===== src/rtl/dac_start_sequencer.sv =====
// DAC bring-up sequencer: reset pulse, lock wait, settle, sync, run.
// Lives entirely in user_clk; dac_locked is resynchronised on entry.
module dac_start_sequencer #(
  parameter int unsigned RST_CYCLES   = 16,
  parameter int unsigned LOCK_TIMEOUT = 65535
) (
  input  logic        user_clk,
  input  logic        user_rst,
  input  logic [31:0] cmd_word,
  input  logic        dac_locked,
  output logic        dac_rst,
  output logic        dac_sync,
  output logic        dac_en,
  output logic [31:0] status
);

  typedef enum logic [2:0] {
    S_IDLE      = 3'd0,
    S_RESET     = 3'd1,
    S_WAIT_LOCK = 3'd2,
    S_SETTLE    = 3'd3,
    S_SYNC      = 3'd4,
    S_RUN       = 3'd5,
    S_FAULT     = 3'd6
  } state_t;

  localparam logic [19:0] C_RST_LOAD  = 20'(RST_CYCLES - 1);
  localparam logic [19:0] C_LOCK_LOAD = 20'(LOCK_TIMEOUT - 1);

  localparam logic [1:0] F_NONE     = 2'b00;
  localparam logic [1:0] F_TIMEOUT  = 2'b01;
  localparam logic [1:0] F_LOCKLOSS = 2'b10;

  state_t      r_state;
  state_t      w_nxt;
  logic [19:0] r_cnt;
  logic [19:0] w_cnt_nxt;
  logic [1:0]  r_fault;
  logic [1:0]  w_fault_nxt;
  logic [7:0]  r_start_cnt;
  logic        r_lock_m;
  logic        r_lock_s;
  logic [1:0]  r_cmd_q;
  logic        r_dac_rst;
  logic        r_dac_sync;
  logic        r_dac_en;
  logic        w_start_e;
  logic        w_stop_e;
  logic        w_sync_done;
  logic        w_cnt_zero;
  logic        w_unused;

  // Command bits outside start/stop/settle carry no meaning here.
  assign w_unused = ^{cmd_word[31:24], cmd_word[7:2]};

  assign w_start_e   = cmd_word[0] & ~r_cmd_q[0];
  assign w_stop_e    = cmd_word[1] & ~r_cmd_q[1];
  assign w_cnt_zero  = (r_cnt == 20'd0);
  assign w_sync_done = (r_state == S_SYNC) && (w_nxt == S_RUN);

  // Two-flop synchroniser for the asynchronous lock indication.
  always_ff @(posedge user_clk or posedge user_rst) begin
    if (user_rst) begin
      r_lock_m <= 1'b0;
      r_lock_s <= 1'b0;
    end else begin
      r_lock_m <= dac_locked;
      r_lock_s <= r_lock_m;
    end
  end

  // Previous start/stop levels, so only rising edges act as commands.
  always_ff @(posedge user_clk or posedge user_rst) begin
    if (user_rst) begin
      r_cmd_q <= 2'b00;
    end else begin
      r_cmd_q <= cmd_word[1:0];
    end
  end

  // Next-state, counter and fault decode; a stop edge beats everything.
  always_comb begin
    w_nxt       = r_state;
    w_cnt_nxt   = r_cnt;
    w_fault_nxt = r_fault;
    if (w_stop_e) begin
      w_nxt       = S_IDLE;
      w_fault_nxt = F_NONE;
    end else begin
      unique case (r_state)
        S_IDLE: begin
          if (w_start_e) begin
            w_nxt     = S_RESET;
            w_cnt_nxt = C_RST_LOAD;
          end
        end
        S_RESET: begin
          if (w_cnt_zero) begin
            w_nxt     = S_WAIT_LOCK;
            w_cnt_nxt = C_LOCK_LOAD;
          end else begin
            w_cnt_nxt = r_cnt - 20'd1;
          end
        end
        S_WAIT_LOCK: begin
          if (r_lock_s) begin
            w_nxt     = S_SETTLE;
            w_cnt_nxt = {4'h0, cmd_word[23:8]};
          end else if (w_cnt_zero) begin
            w_nxt       = S_FAULT;
            w_fault_nxt = F_TIMEOUT;
          end else begin
            w_cnt_nxt = r_cnt - 20'd1;
          end
        end
        S_SETTLE: begin
          if (!r_lock_s) begin
            w_nxt       = S_FAULT;
            w_fault_nxt = F_LOCKLOSS;
          end else if (w_cnt_zero) begin
            w_nxt = S_SYNC;
          end else begin
            w_cnt_nxt = r_cnt - 20'd1;
          end
        end
        S_SYNC: begin
          w_nxt = S_RUN;
        end
        S_RUN: begin
          if (!r_lock_s) begin
            w_nxt       = S_FAULT;
            w_fault_nxt = F_LOCKLOSS;
          end
        end
        S_FAULT: begin
          w_nxt = S_FAULT;
        end
        default: begin
          w_nxt       = S_IDLE;
          w_fault_nxt = F_NONE;
        end
      endcase
    end
  end

  // State register with outputs decoded from the next state.
  always_ff @(posedge user_clk or posedge user_rst) begin
    if (user_rst) begin
      r_state    <= S_IDLE;
      r_cnt      <= 20'd0;
      r_fault    <= F_NONE;
      r_dac_rst  <= 1'b0;
      r_dac_sync <= 1'b0;
      r_dac_en   <= 1'b0;
    end else begin
      r_state    <= w_nxt;
      r_cnt      <= w_cnt_nxt;
      r_fault    <= w_fault_nxt;
      r_dac_rst  <= (w_nxt == S_RESET);
      r_dac_sync <= (w_nxt == S_SYNC);
      r_dac_en   <= (w_nxt == S_RUN);
    end
  end

  // Count completed bring-ups; wraps naturally at 8 bits.
  always_ff @(posedge user_clk or posedge user_rst) begin
    if (user_rst) begin
      r_start_cnt <= 8'd0;
    end else if (w_sync_done) begin
      r_start_cnt <= r_start_cnt + 8'd1;
    end
  end

  assign dac_rst  = r_dac_rst;
  assign dac_sync = r_dac_sync;
  assign dac_en   = r_dac_en;
  assign status   = {16'h0000, r_start_cnt, 3'b000, r_fault, r_state};

endmodule


===== config.mk =====
export PLATFORM = sky130hd
export DESIGN_NAME = dac_start_sequencer
export DESIGN_NICKNAME = d
export VERILOG_FILES = /design/src/rtl/dac_start_sequencer.sv
export SDC_FILE = /design/constraint.sdc
export NUM_CORES = 1
export LEC_CHECK = 0
export BUFFER_PORTS_ARGS = -buffer_cell sky130_fd_sc_hd__buf_2
export CORE_ASPECT_RATIO = 1.75
export CORE_MARGIN = 2
export CORE_UTILIZATION = 35
export CTS_BUF_LIST = sky130_fd_sc_hd__clkbuf_4
export DETAILED_ROUTE_END_ITERATION = 12
export PLACE_DENSITY = 0.64
export SLEW_MARGIN = 20
export SYNTH_ARGS = -nofsm -noshare
export SYNTH_HDL_FRONTEND = slang
export SYNTH_SLANG_ARGS = --single-unit

===== constraint.sdc =====
create_clock -name user_clk -period 2.85 [get_ports user_clk]
set_input_delay 0.285 -clock user_clk [delete_from_list [all_inputs] [get_ports user_clk]]
set_output_delay 0.285 -clock user_clk [all_outputs]
set_load 0.01 [all_outputs]

==> impl_summary.log <==
INFO  metric grtUsageTotal = 16.7%
INFO  metric start_kind = flop
INFO  metric synth_top_area_cell = dfrtp_1
INFO  metric timing.hold.worst.class = in2reg
INFO  metric fin_tns_setup = 0 ns
INFO  metric grt_max_degree = 24
INFO  metric detailedRoute.firstPassIterationCount = 4
INFO  metric globalRouteOverflowTotal = 0
INFO  metric clock_sink_count = 40
INFO  metric synth.most_common_cell = dfrtp_1
INFO  metric final-hold-violation-count = 0
INFO  metric post_synth_most_frequent_cells = dfrtp_1 (40), buf_4 (21), nor2_1 (18)
INFO  metric detail-route-antenna-nets = 0
INFO  metric gp_congestion = between 0.8 and 0.9
INFO  metric slew_headroom = ~41%
INFO  metric number_of_antenna_violations_at_the_first_check_in_global_routing = 0
INFO  metric postCtsSetupRepairBufs = 0
INFO  metric clk-insertion-delay-late = about 0.35 ns
INFO  metric post_drt_via_cell_ratio = 5.61
INFO  metric cp_max_fo = 10
INFO  metric drt_first_iter_violations = 72
INFO  metric static_power_due_to_leakage = 1.28 nW
INFO  metric cts_tree = done
INFO  metric maxSlewViolCount = 0
INFO  metric synth_flop_cell = dfrtp_1
INFO  metric max-clock-path-buffers = 2
INFO  metric dieWidth = 68.0 µm
INFO  metric h_tree_lvls = 2
INFO  metric vdd_ir_drop_max = 303 µV
INFO  metric numPortBuffers = 36
INFO  metric post-route-min-period = 2.70 ns
INFO  metric crit_type = reg2reg
INFO  metric worst_ep_required_time = about 3.1 ns
INFO  metric preCtsSetupSlack = around 0.20 ns
INFO  metric ys_seq_area_share = 39.9%
INFO  metric routed_wire_length_per_instance = between 15 and 20 µm
INFO  metric number_of_synthesized_flops_with_an_enable_pin = 0
INFO  metric synth_warnings = 0
INFO  metric drt_drc_violations_left = 0
INFO  metric number_of_global_route_vias_before_repair = 2,140
INFO  metric cts_buffers = 5
INFO  metric syn-mean-instance-area = approximately 9.2 µm²
INFO  metric overall_die_area = 7880 µm²
INFO  metric critical-path-top-delay-family = simple AND/OR/NAND/NOR gates
INFO  metric n_antenna_cell = 0
INFO  metric finalWorstSetupSlack = 0.152 ns
INFO  metric initial_core_util = between 30% and 40%
INFO  metric worstMarginPinSlew = 0.880 ns
INFO  metric ys_seq_elements = 40
INFO  metric async_reset_ff_share = 100%
INFO  metric max_cap_viol_count = 0
INFO  metric route.vias.total = 2,214
INFO  metric route.final.wire_length = 6240 µm
INFO  metric crit_chain = inv_1, ha_1, or4b_4, nand2b_1, nor2_2, inv_2, ha_1, o21ai_0, o221ai_1, o21ai_0
INFO  metric io_pins = 70
INFO  metric achievable-frequency = 371 MHz
INFO  metric cp.arrival = 2.93 ns
INFO  metric place_hpwl = 4750 µm
INFO  metric netlist-cell-type-count = between 60 and 70
INFO  metric core_area = around 6900 µm²
INFO  metric dieHeight = 116 µm
INFO  metric ctsRootBufferMaster = clkbuf_4
INFO  metric netlist_area = 2510 µm²
INFO  metric power_per_unit_of_standard_cell_area = 723 nW/µm²
INFO  metric critPathBufInv = 2
INFO  metric finish.instance_area = between 2000 and 3000 µm²
INFO  metric global_route_wire_length_before_repair = 10,000 µm
INFO  metric synth.area.top_cells = dfrtp_1 (40%), buf_4 (6.3%), xnor2_1 (2.8%), nor2_1 (2.7%), o31ai_1 (2.4%)
INFO  metric ctsResizeCount = 0
INFO  metric worst_clock_skew = 0.0122 ns
INFO  metric fp-row-count = 40
INFO  metric area.growth.synth_to_final = 12.0%
INFO  metric clkSlewWorstSetupHoldPaths = 0.11 ns
INFO  metric final_layout_size_suffix_gt1_share = between 20% and 30%
INFO  metric rsz_0062_raised_after_global_routing = false
INFO  metric synth_instances = 272
INFO  metric hold_ws = 0.0382 ns
INFO  metric post-synth-top-area-fraction = between 30 and 40%
INFO  metric number_of_setup_violations_in_the_final_report = 0
INFO  metric cpMaxStageDelayCell = or4b_4
INFO  metric cts_hold_repair.buffers = 0
INFO  metric critical_path.endpoint_type = flop
INFO  metric status = finished, final reports clean
INFO  metric final_nets = 348
INFO  metric detailed_place.area = 2730 µm²
INFO  metric critical_path.max_stage_delay = 0.52 ns
INFO  metric final_min_period_over_clock_period = 94.7%
where the power goes:
part | switching, W | leakage [nW] | total [W] | internal (W)
clock network | 0.000189 | 0.0456 | 0.000382 | 0.000193
registers | 0.000127 | 0.525 | 0.000788 | 0.000661
logic | 0.000530 | 0.714 | 0.000861 | 0.000330
total | 0.000846 | 1.28 | 0.00203 | 0.00118
per-stage QoR:
step | power (W) | instances | utilization, %
floorplan | 0.00144 | 290 | -
global placement | 0.00163 | 387 | 39.5
detailed placement | 0.00165 | 387 | 39.5
CTS | 0.00204 | 395 | 40.7
global route | 0.00218 | 395 | 40.7
finish | 0.00203 | 395 | 40.7
cells in the final DEF, fill, tap and decap left out, types with 3 or more instances in the layout:
| master | n |
|---|---|
| and2_1 | 3 |
| or4_1 | 5 |
| o31ai_1 | 8 |
| nand3_1 | 3 |
| xnor2_1 | 8 |
| buf_2 | 36 |
| nand2_1 | 13 |
| o21ai_0 | 10 |
| a21oi_1 | 11 |
| a22oi_1 | 6 |
| a211oi_1 | 3 |
| nor2b_1 | 3 |
| nor3_1 | 11 |
| nand4_1 | 4 |
| nand2b_1 | 6 |
| buf_4 | 10 |
| ha_1 | 3 |
| clkbuf_4 | 6 |
| or3_1 | 8 |
| inv_1 | 9 |
| or2_2 | 3 |
| o2bb2ai_1 | 3 |
| dfrtp_1 | 40 |
| nor4_1 | 4 |
| o21ai_1 | 8 |
| conb_1 | 19 |
| nor2_1 | 18 |
| xor2_1 | 5 |
metal layers:
metal	share of wire (%)	vias up	global-route usage (%)
met2	54	81	30.5
li1	-	1042	-
met3	4.5	11	2.62
met1	39	1080	18.2
met4	2.4	0	7.33
met5	0	-	0
cells by family after synthesis:
| logic type | Yosys count | synth area share [%] |
|---|---|---|
| xor+xnor | 13 | 4.54 |
| mux | 2 | 0.849 |
| compound gates | 76 | 21.6 |
| flops | 40 | 39.9 |
| buf+inv | 43 | 9.73 |
| fa+ha+maj | 4 | 1.90 |
| simple gates | 93 | 21.3 |
| other cells | 1 | 0.150 |
registers in the layout, indices dropped and copies added (netlist names):
signal,cells
r_lock_m,1
r_state,3
r_cmd_q,2
r_cnt,20
dac_sync,1
r_fault,2
r_start_cnt,8
dac_en,1
r_lock_s,1
dac_rst,1
final timing paths:
| path | from | to | slack, ns | cells after the start |
|---|---|---|---|---|
| max | r_cnt[0] | r_cnt[0] | 0.15 | 10 |
| min | dac_locked | r_lock_m | 0.04 | 1 |
| max reg2reg | r_cnt[0] | r_cnt[0] | 0.15 | 10 |
| min reg2reg | r_lock_m | r_lock_s | 0.36 | 0 |
| max in group asynchronous | user_rst | dac_sync | 2.07 | 3 |
| min in group asynchronous | user_rst | r_cnt[12] | 0.09 | 2 |
final cells by class:
cell class              instances  area [µm²]
clock buffers                   6        45.0
clock inverters                 2        35.0
fillers                       707        4100
inverters                      10        37.5
multi-input cells             207        1330
flip-flops and latches         40        1000
well taps                      84         105
repair buffers                 46         255
Power figures use the tool's default switching activity.
